**src/rtl/hash_arb_pkg.sv**
```systemverilog
// Shared types and constants for the hash-unit arbiter.
package hash_arb_pkg;

  // Shared bus widths: keys travel on the quad bus, hash values on the data bus.
  localparam int unsigned QUAD_W     = 64;
  localparam int unsigned DATA_W     = 32;
  localparam int unsigned DEF_KEY_W  = QUAD_W;
  localparam int unsigned DEF_HASH_W = DATA_W;

  // Cycles with start held low after reset so an interrupted hash unit frees itself.
  localparam int unsigned SETTLE_CYCLES = 2;
  // Length of the issue phase; the unit's ready is ignored during it.
  localparam int unsigned ISSUE_CYCLES  = 1;

  typedef enum logic [2:0] {
    ST_SETTLE  = 3'd0,
    ST_IDLE    = 3'd1,
    ST_ISSUE   = 3'd2,
    ST_WAIT    = 3'd3,
    ST_RELEASE = 3'd4
  } state_e;

endpackage

```
**src/rtl/hash_arbiter_rr.sv**
```systemverilog
// Round-robin selector: first set request searching upward from ptr+1 with wrap.
// Purely combinational; the priority pointer is owned by the caller.
module rr_arbiter #(
  parameter  int unsigned N    = 4,
  localparam int unsigned IDX_W = (N > 1) ? $clog2(N) : 1
) (
  input  logic [N-1:0]     req,
  input  logic [IDX_W-1:0] ptr,
  output logic [N-1:0]     gnt,
  output logic [IDX_W-1:0] idx,
  output logic             valid
);

  int unsigned cand;

  // Rotating first-set search; the first hit after ptr wins.
  always_comb begin
    gnt   = '0;
    idx   = '0;
    valid = 1'b0;
    cand  = 0;
    for (int unsigned i = 1; i <= N; i++) begin
      cand = 32'(ptr) + i;
      if (cand >= N) begin
        cand = cand - N;
      end
      if (!valid && req[cand[IDX_W-1:0]]) begin
        valid                  = 1'b1;
        gnt[cand[IDX_W-1:0]]   = 1'b1;
        idx                    = cand[IDX_W-1:0];
      end
    end
  end

endmodule

```
**src/rtl/hash_arbiter.sv**
```systemverilog
// Shares one hash unit among NUM_REQ requesters: round-robin grant, start/ready
// sequencing, timeout abort, and a one-cycle done pulse back to the owner.
module hash_arbiter
  import hash_arb_pkg::*;
#(
  parameter int unsigned NUM_REQ = 4,
  parameter int unsigned KEY_W   = DEF_KEY_W,
  parameter int unsigned HASH_W  = DEF_HASH_W,
  parameter int unsigned TIMEOUT = 15
) (
  input  logic                     clk,
  input  logic                     rst,
  input  logic [NUM_REQ-1:0]       req_i,
  input  logic [NUM_REQ*KEY_W-1:0] key_i,
  output logic [NUM_REQ-1:0]       gnt_o,
  output logic [NUM_REQ-1:0]       done_o,
  output logic                     err_o,
  output logic [HASH_W-1:0]        hash_o,
  output logic                     busy_o,
  output logic                     hash_start_o,
  output logic [KEY_W-1:0]         hash_key_o,
  input  logic                     hash_ready_i,
  input  logic [HASH_W-1:0]        hash_val_i
);

  localparam int unsigned IDX_W = (NUM_REQ > 1) ? $clog2(NUM_REQ) : 1;
  localparam int unsigned TMO_W = $clog2(TIMEOUT + 1);
  localparam int unsigned SET_W = $clog2(SETTLE_CYCLES + 1);

  localparam logic [IDX_W-1:0] PTR_RST  = IDX_W'(NUM_REQ - 1);
  localparam logic [SET_W-1:0] SET_RST  = SET_W'(SETTLE_CYCLES);
  // Abort on the edge where the incremented count would reach TIMEOUT.
  localparam logic [TMO_W-1:0] TMO_LAST = TMO_W'(TIMEOUT - 1);

  state_e             state_q, state_d;
  logic [SET_W-1:0]   settle_q, settle_d;
  logic [TMO_W-1:0]   tmo_q, tmo_d;
  logic [IDX_W-1:0]   ptr_q, ptr_d;

  logic [NUM_REQ-1:0] gnt_d, done_d;
  logic               err_d, busy_d, start_d;
  logic [HASH_W-1:0]  hash_d;
  logic [KEY_W-1:0]   key_d;

  logic [NUM_REQ-1:0] arb_gnt;
  logic [IDX_W-1:0]   arb_idx;
  logic               arb_valid;

  logic [KEY_W-1:0]   keys [NUM_REQ];

  for (genvar g = 0; g < NUM_REQ; g++) begin : g_key
    assign keys[g] = key_i[g*KEY_W +: KEY_W];
  end

  rr_arbiter #(
    .N (NUM_REQ)
  ) u_rr (
    .req   (req_i),
    .ptr   (ptr_q),
    .gnt   (arb_gnt),
    .idx   (arb_idx),
    .valid (arb_valid)
  );

  // Next-state and next-output logic; every output is registered from these values.
  always_comb begin
    state_d  = state_q;
    settle_d = settle_q;
    tmo_d    = tmo_q;
    ptr_d    = ptr_q;
    gnt_d    = gnt_o;
    done_d   = '0;
    err_d    = 1'b0;
    hash_d   = hash_o;
    start_d  = hash_start_o;
    key_d    = hash_key_o;

    case (state_q)
      ST_SETTLE: begin
        start_d  = 1'b0;
        settle_d = settle_q - SET_W'(1);
        if (settle_q <= SET_W'(1)) begin
          state_d = ST_IDLE;
        end
      end

      ST_IDLE: begin
        if (arb_valid) begin
          gnt_d   = arb_gnt;
          key_d   = keys[arb_idx];
          start_d = 1'b1;
          ptr_d   = arb_idx;
          state_d = ST_ISSUE;
        end
      end

      ST_ISSUE: begin
        // Ready may still be asserted from the previous operation; ignore it here.
        tmo_d   = '0;
        state_d = ST_WAIT;
      end

      ST_WAIT: begin
        if (hash_ready_i) begin
          hash_d  = hash_val_i;
          done_d  = gnt_o;
          start_d = 1'b0;
          state_d = ST_RELEASE;
        end else if (tmo_q == TMO_LAST) begin
          done_d  = gnt_o;
          err_d   = 1'b1;
          start_d = 1'b0;
          state_d = ST_RELEASE;
        end else begin
          tmo_d = tmo_q + TMO_W'(1);
        end
      end

      ST_RELEASE: begin
        start_d = 1'b0;
        gnt_d   = '0;
        state_d = ST_IDLE;
      end

      default: begin
        start_d = 1'b0;
        gnt_d   = '0;
        state_d = ST_SETTLE;
      end
    endcase

    busy_d = (state_d != ST_IDLE);
  end

  // State, counters, pointer and registered outputs; reset aborts and re-enters SETTLE.
  always_ff @(posedge clk or negedge rst) begin
    if (!rst) begin
      state_q      <= ST_SETTLE;
      settle_q     <= SET_RST;
      tmo_q        <= '0;
      ptr_q        <= PTR_RST;
      gnt_o        <= '0;
      done_o       <= '0;
      err_o        <= 1'b0;
      hash_o       <= '0;
      busy_o       <= 1'b1;
      hash_start_o <= 1'b0;
      hash_key_o   <= '0;
    end else begin
      state_q      <= state_d;
      settle_q     <= settle_d;
      tmo_q        <= tmo_d;
      ptr_q        <= ptr_d;
      gnt_o        <= gnt_d;
      done_o       <= done_d;
      err_o        <= err_d;
      hash_o       <= hash_d;
      busy_o       <= busy_d;
      hash_start_o <= start_d;
      hash_key_o   <= key_d;
    end
  end

endmodule

```
**config.mk**
```make
export PLATFORM = sky130hd
export DESIGN_NAME = hash_arbiter
export DESIGN_NICKNAME = d
export VERILOG_FILES = /design/src/rtl/hash_arb_pkg.sv /design/src/rtl/hash_arbiter_rr.sv /design/src/rtl/hash_arbiter.sv
export SDC_FILE = /design/constraint.sdc
export NUM_CORES = 1
export LEC_CHECK = 0
export BUFFER_PORTS_ARGS = -buffer_cell sky130_fd_sc_hd__buf_2
export CAP_MARGIN = 20
export CORE_AREA = 4 4 155 157
export DETAILED_ROUTE_END_ITERATION = 12
export DIE_AREA = 0 0 159 161
export MAX_ROUTING_LAYER = met4
export PLACE_DENSITY = 0.68
export SYNTH_ARGS = -nofsm -noshare
export SYNTH_HDL_FRONTEND = slang
export SYNTH_HIERARCHICAL = 1
export SYNTH_SLANG_ARGS = --single-unit
```
**constraint.sdc**
```tcl
create_clock -name clk -period 5 [get_ports clk]
set_input_delay 1 -clock clk [delete_from_list [all_inputs] [get_ports clk]]
set_output_delay 1 -clock clk [all_outputs]
set_load 0.005 [all_outputs]
```
Yosys cells after proc, flatten, opt, wreduce, memory -nomap -nowiden
Cells that the tools add are included.

word-level totals
  register bits = 118
  input port bits = 295
  output and inout port bits = 107
  logic and storage cells = 124

operators by class
  $add $sub $neg = 10
  magnitude comparators = 14
  equality and inequality tests = 10
  multiplexer cells = 55
  bitwise logic cells = 6
  reduce and logical (&&, ||, !) cells = 18

operator list
  cell                   count
  $bmux W64 S2           1
  $mux W64               2
  $mux W4                10
  $mux W1                18
  $mux W2                8
  $pmux W4 S2            2
  $pmux W3 S5            1
  $ge A3 B3 Y1 const B   4
  $lt A2 B3 Y1 const B   4
  $mux W3                4
  $or A4 B4 Y4           3
  $sub A2 B1 Y2 const B  5
  $bmux W1 S2            4
  $demux W1 S2           4
  $ge A2 B1 Y1 const B   4
  $logic_and A1 B1 Y1    7
  $add A2 B2 Y3 const B  2
  $eq A3 B2 Y1 const B   2
  $ne A2 B2 Y1 const B   3
  $reduce_and A2 Y1      3
  $reduce_and A3 Y1      2
  $add A2 B3 Y4 const B  1
  $add A4 B1 Y4 const B  1
  $eq A4 B4 Y1 const B   1
  other kinds (14)       17

Depth between registers and ports, before layout
  depth in word-level cells = 19
  gate-level depth with buffers = 12
  depth with buffers taken out = 8

Modules after synthesis
The synthesis kept the hierarchy.

by module, submodules not included
  module        times used  cells each  area each (um^2)  seq. area each (um^2)
  hash_arbiter  1           360         6,100.9           2,957.8
  rr_arbiter    1           68          525.5             0.0

Worst setup path before layout
OpenSTA, ideal clock, no wires.

  kind = input to register
  start point = input req_i[0]
  end point = register hash_key_o[37]
  setup time = 125 ps
  arrival = 3,214 ps
  data required time = 4,875 ps
  setup slack = 1,661 ps
  cell stages on the path = 10
  path buffers = 3
  cells stage by stage = buf_6 -> mux4_2 -> a21oi_2 -> nor3_1 -> nor2_2 -> o31a_1 -> buf_6 -> buf_4 -> mux4_2 -> mux2_4

between the ends
  word-level cells in the longest chain between the ends = 16
  elaborated cells between the ends (all ways) = 27
  classes of those cells = 19 x mux; 1 x bitwise; 7 x reduce/logical

ends and longest elaborated chain
  what                                              RTL line               RTL
  from (decl)                                       hash_arbiter.sv:13     input logic [NUM_REQ-1:0] req_i,
  $bmux W1 S2                                       hash_arbiter_rr.sv:27  if (!valid && req[cand[IDX_W-1:0]]) begin
  $mux W1 (implied by the code)                     hash_arbiter_rr.sv:27
  $mux W1                                           hash_arbiter_rr.sv:27
  $logic_not A1 Y1                                  hash_arbiter_rr.sv:27
  $logic_and A1 B1 Y1                               hash_arbiter_rr.sv:27
  $mux W1                                           hash_arbiter_rr.sv:27
  $logic_not A1 Y1                                  hash_arbiter_rr.sv:27
  $logic_and A1 B1 Y1                               hash_arbiter_rr.sv:27
  $mux W1                                           hash_arbiter_rr.sv:27
  $logic_not A1 Y1                                  hash_arbiter_rr.sv:27
  $logic_and A1 B1 Y1                               hash_arbiter_rr.sv:27
  $mux W2 (*)                                       hash_arbiter_rr.sv:27
  named net arb_idx[0]                              hash_arbiter.sv:46     logic [IDX_W-1:0] arb_idx;
  $not A2 Y3 (implied by the code) (*)              hash_arbiter.sv:90     key_d = keys[arb_idx];
  $bmux W64 S2 (*)                                  hash_arbiter.sv:90
  $mux W64 (implied by the code) (*) (2 in series)  hash_arbiter.sv:90
  to (signal assigned)                              hash_arbiter.sv:160    hash_key_o <= key_d;
  to (decl)                                         hash_arbiter.sv:21     output logic [KEY_W-1:0] hash_key_o,

The timed path passes the listed nets; every way through them passes the cells marked *. The select of a mux whose other input is x is not followed.
A chain may end at the register's enable or synchronous reset.

Worst setup path in the final report
  start point = register ptr_q[0]
  end point = register hash_key_o[20]

between the ends
  word-level cells in the longest chain between the ends = 19
  elaborated cells between the ends (all ways) = 43
  classes of those cells = 8 x add/sub; 4 x order compare; 23 x mux; 1 x bitwise; 7 x reduce/logical

ends and longest elaborated chain
  what                                                  RTL line                                      RTL
  from (decl)                                           hash_arbiter.sv:38                            logic [IDX_W-1:0] ptr_q, ptr_d;
  from (signal assigned)                                hash_arbiter.sv:153                           ptr_q <= ptr_d;
  $add A2 B1 Y3                                         hash_arbiter_rr.sv:23                         cand = 32'(ptr) + i;
  $ge A3 B3 Y1 / $sub A2 B1 Y2 (equally long branches)  hash_arbiter_rr.sv:24, hash_arbiter_rr.sv:25
  $mux W2                                               hash_arbiter_rr.sv:24                         if (cand >= N) begin
  $bmux W1 S2                                           hash_arbiter_rr.sv:27
  $mux W1 (implied by the code)                         hash_arbiter_rr.sv:27
  $mux W1                                               hash_arbiter_rr.sv:27
  $logic_not A1 Y1                                      hash_arbiter_rr.sv:27
  $logic_and A1 B1 Y1                                   hash_arbiter_rr.sv:27
  [3 not listed]                                        n/a
  $mux W1                                               hash_arbiter_rr.sv:27
  $logic_not A1 Y1                                      hash_arbiter_rr.sv:27
  $logic_and A1 B1 Y1                                   hash_arbiter_rr.sv:27
  $mux W2 (*)                                           hash_arbiter_rr.sv:27
  named net arb_idx[0]                                  hash_arbiter.sv:46
  $not A2 Y3 (implied by the code) (*)                  hash_arbiter.sv:90
  $bmux W64 S2 (*)                                      hash_arbiter.sv:90
  $mux W64 (implied by the code) (*) (2 in series)      hash_arbiter.sv:90

Marks and branches as above.

==> impl_metrics.py <==
metrics = {
    "final_layout": {
        "area_delta_synth_final_pct": 43.58,
        "finalNonFillerCells": 1133,
        "utilization_pct": 42.28,
        "regArea_um2": 2958,
        "drive_gt1_share_pct": 74.02,
        "fin_nets": 1131,
        "fillCellCount": 2135,
        "multiInputGateArea_um2": 3440,
    },
    "route": {
        "post_drt_wl_per_cell_um": 20.62,
        "avgViaCountPerCell": 4.760,
        "finalWirelength_um": 23360,
        "drtPass1Iterations": 4,
        "ant_nets": 0,
        "vias": 5393,
        "drt_iter0_markers": 227,
        "drc": 0,
    },
    "clocking": {
        "clockBufferDepth": 2,
        "cts_inserted_buffers": 17,
        "cts_tree": "built",
        "clk_latency_ns": 0.41,
        "clkTransAtPathRegs_ns": 0.06,
        "ctsResizeCount": 0,
        "root_buffer": "clkbuf_16",
        "clock_sinks": 118,
        "cts_setup_buffers": 0,
        "cts_hold_buf": 0,
        "htreeDepth": 4,
    },
    "timing": {
        "min_period_ns": 3.591,
        "skew_ns": 0.008927,
        "relSlewSlack_pct": 50.62,
        "setup_tns_ns": 0,
        "fin_crit_sh_pct": 71.81,
        "fmax_ghz": 0.2785,
        "hold_viol_final": 0,
        "setup_viol": 0,
        "rsz0062_at_grt": "false",
        "drv_slew": 0,
        "hold_slack_ns": 0.4755,
        "tightest_slew_ns": 0.7407,
    },
    "die": {
        "io_pins": 402,
        "initial_core_util_pct": 29.45,
        "rows": 55,
        "die_area_um2": 25600,
        "die_y_um": 161,
        "core_region_area_um2": 22500,
        "die_width_um": 159,
    },
    "place": {
        "gp_congestion": 0.8778,
        "hpwl_um": 18660,
        "dp_cells": 1091,
        "portBuffers": 401,
    },
    "grt": {
        "grt_pass1_wl_um": 35090,
        "grt_max_degree": 69,
        "grt_remaining_overflow": 0,
        "antenna_found_initial": 10,
        "grt_pass1_vias": 5869,
        "grt_use_total_pct": 18.31,
    },
    "logic_synthesis": {
        "synth_seq_cells": 118,
        "seq_area_frac_synth_pct": 44.64,
        "yosysMostFrequentCell": "dfrtp_1",
        "netlist-cell-type-count": 48,
        "syn_area_um2": 6626,
        "yosysTopAreaCellShare_pct": 43.05,
        "synthFlopType": "dfrtp_1",
        "syn-num-nets": 733,
        "yosysWarnings": 6,
        "postSynthCellCount": 428,
        "synthArstFlopShare_pct": 100.0,
        "yosysTopAreaCell": "dfrtp_1",
        "syn_avg_cell_area_um2": 15.48,
        "synth_edf_count": 0,
        "synthTopCellsByCount": "114 x dfrtp_1, 80 x mux2_2, 65 x mux4_2",
        "yosys-top-cells-area": "dfrtp_1 43%, mux4_2 22%, mux2_2 14%",
    },
    "setup_path": {
        "critPathRequiredTime_ns": 5.29,
        "critPathCaptureType": "flop",
        "path_class": "flop to flop",
        "arrival_ns": 3.88,
        "crit_path_start_kind": "flop",
        "cp_max_fo": 23,
    },
    "hold_path": {
        "hold_path_class": "flop to flop",
    },
    "power": {
        "vdd_drop_max_uv": 345.9,
        "leakage_nw": 4.610,
        "power_density_nw_per_um2": 675.1,
    },
    "status": {
        "status": "completed",
    },
    "flow_run": {
        "drv_cap": 0,
    },
}
==> registers in the layout, indices dropped and copies added, names as in the netlist <==
register	count
ptr_q	2
settle_q	2
busy_o	1
gnt_o	4
hash_start_o	1
hash_o	32
tmo_q	4
state_q	3
hash_key_o	64
err_o	1
done_o	4
==> layout make-up <==
type                    instances  share of cell area, %
diodes                          9                 0.2367
clock buffers                  18                  4.511
clock inverters                14                  1.591
inverters                       6                 0.2367
multi-input cells             273                  36.15
flip-flops and latches        118                  31.09
well taps                     285                  3.748
repair buffers                410                  22.44
==> final timing paths <==
kind,startpoint,depth (start not counted),to,slack [ns]
max in group asynchronous,rst,2,ptr_q[0],3.45
min,settle_q[0],1,settle_q[0],0.48
min in group asynchronous,rst,1,hash_o[18],0.59
min reg2reg,settle_q[0],1,settle_q[0],0.48
max,ptr_q[0],8,hash_key_o[20],1.41
max reg2reg,ptr_q[0],8,hash_key_o[20],1.41
==> layout by cell type (no fill, tap or decap), types with 3 or more instances in the layout <==
cell and n:
buf_12 3, dfstp_2 4, mux2_4 18, nand2b_1 3, nor2b_1 5, o21ai_1 5, inv_1 5, clkbuf_16 17
ha_1 10, nand2_1 19, clkinv_2 4, o21ai_0 4, buf_2 400, nor2_1 12, buf_4 6, dfrtp_1 114
a21boi_0 3, mux4_2 65, a221o_1 4, mux2i_1 10, mux2_2 80, nand3_1 5, diode_2 9, clkinv_4 4
==> kinds of logic after synthesis <==
kind of cell | synth area share (%)
simple gates | 4.400
compound gates | 3.512
fa+ha+maj | 1.888
flops | 44.64
mux | 41.62
xor+xnor | 0.2644
buf+inv | 3.682
==> per-layer routing <==
layer	track usage (%)	part of all wire [%]	vias to the layer above
met5	-	0	-
met4	4.576	1.1	0
met3	6.150	8.6	17
met2	30.08	50	262
met1	21.92	40	2645
li1	-	-	2469
==> power breakdown <==
| part | internal (mW) | total, mW | switching, mW |
|---|---|---|---|
| Sequential | 1.44 | 1.74 | 0.298 |
| Combinational | 2.05 | 3.47 | 1.42 |
| Clock | 0.739 | 1.22 | 0.481 |
| Total | 4.22 | 6.42 | 2.20 |
==> through the flow <==
stage | cell area (µm²) | setup WS, ns | power, mW
6_report | 9514 | 1.409 | 6.423
4_1_cts | 9464 | 1.364 | 6.513
2_1_floorplan | 6626 | 1.661 | 4.242
3_5_place_dp | 8884 | 0.9969 | 5.255
3_3_place_gp | 8884 | 1.054 | 5.175
5_1_grt | 9512 | 1.226 | 6.865
==> critical path, cell delays in order, from the launching register on <==
cell and delay, ns:
dfstp_2 0.74, mux4_2 0.67, a21oi_2 0.17, nor3_1 0.06, nor2_2 0.09, o31a_2 0.63
buf_12 0.31, mux4_2 0.52, mux2_2 0.28
Power figures use the tool's default switching activity.
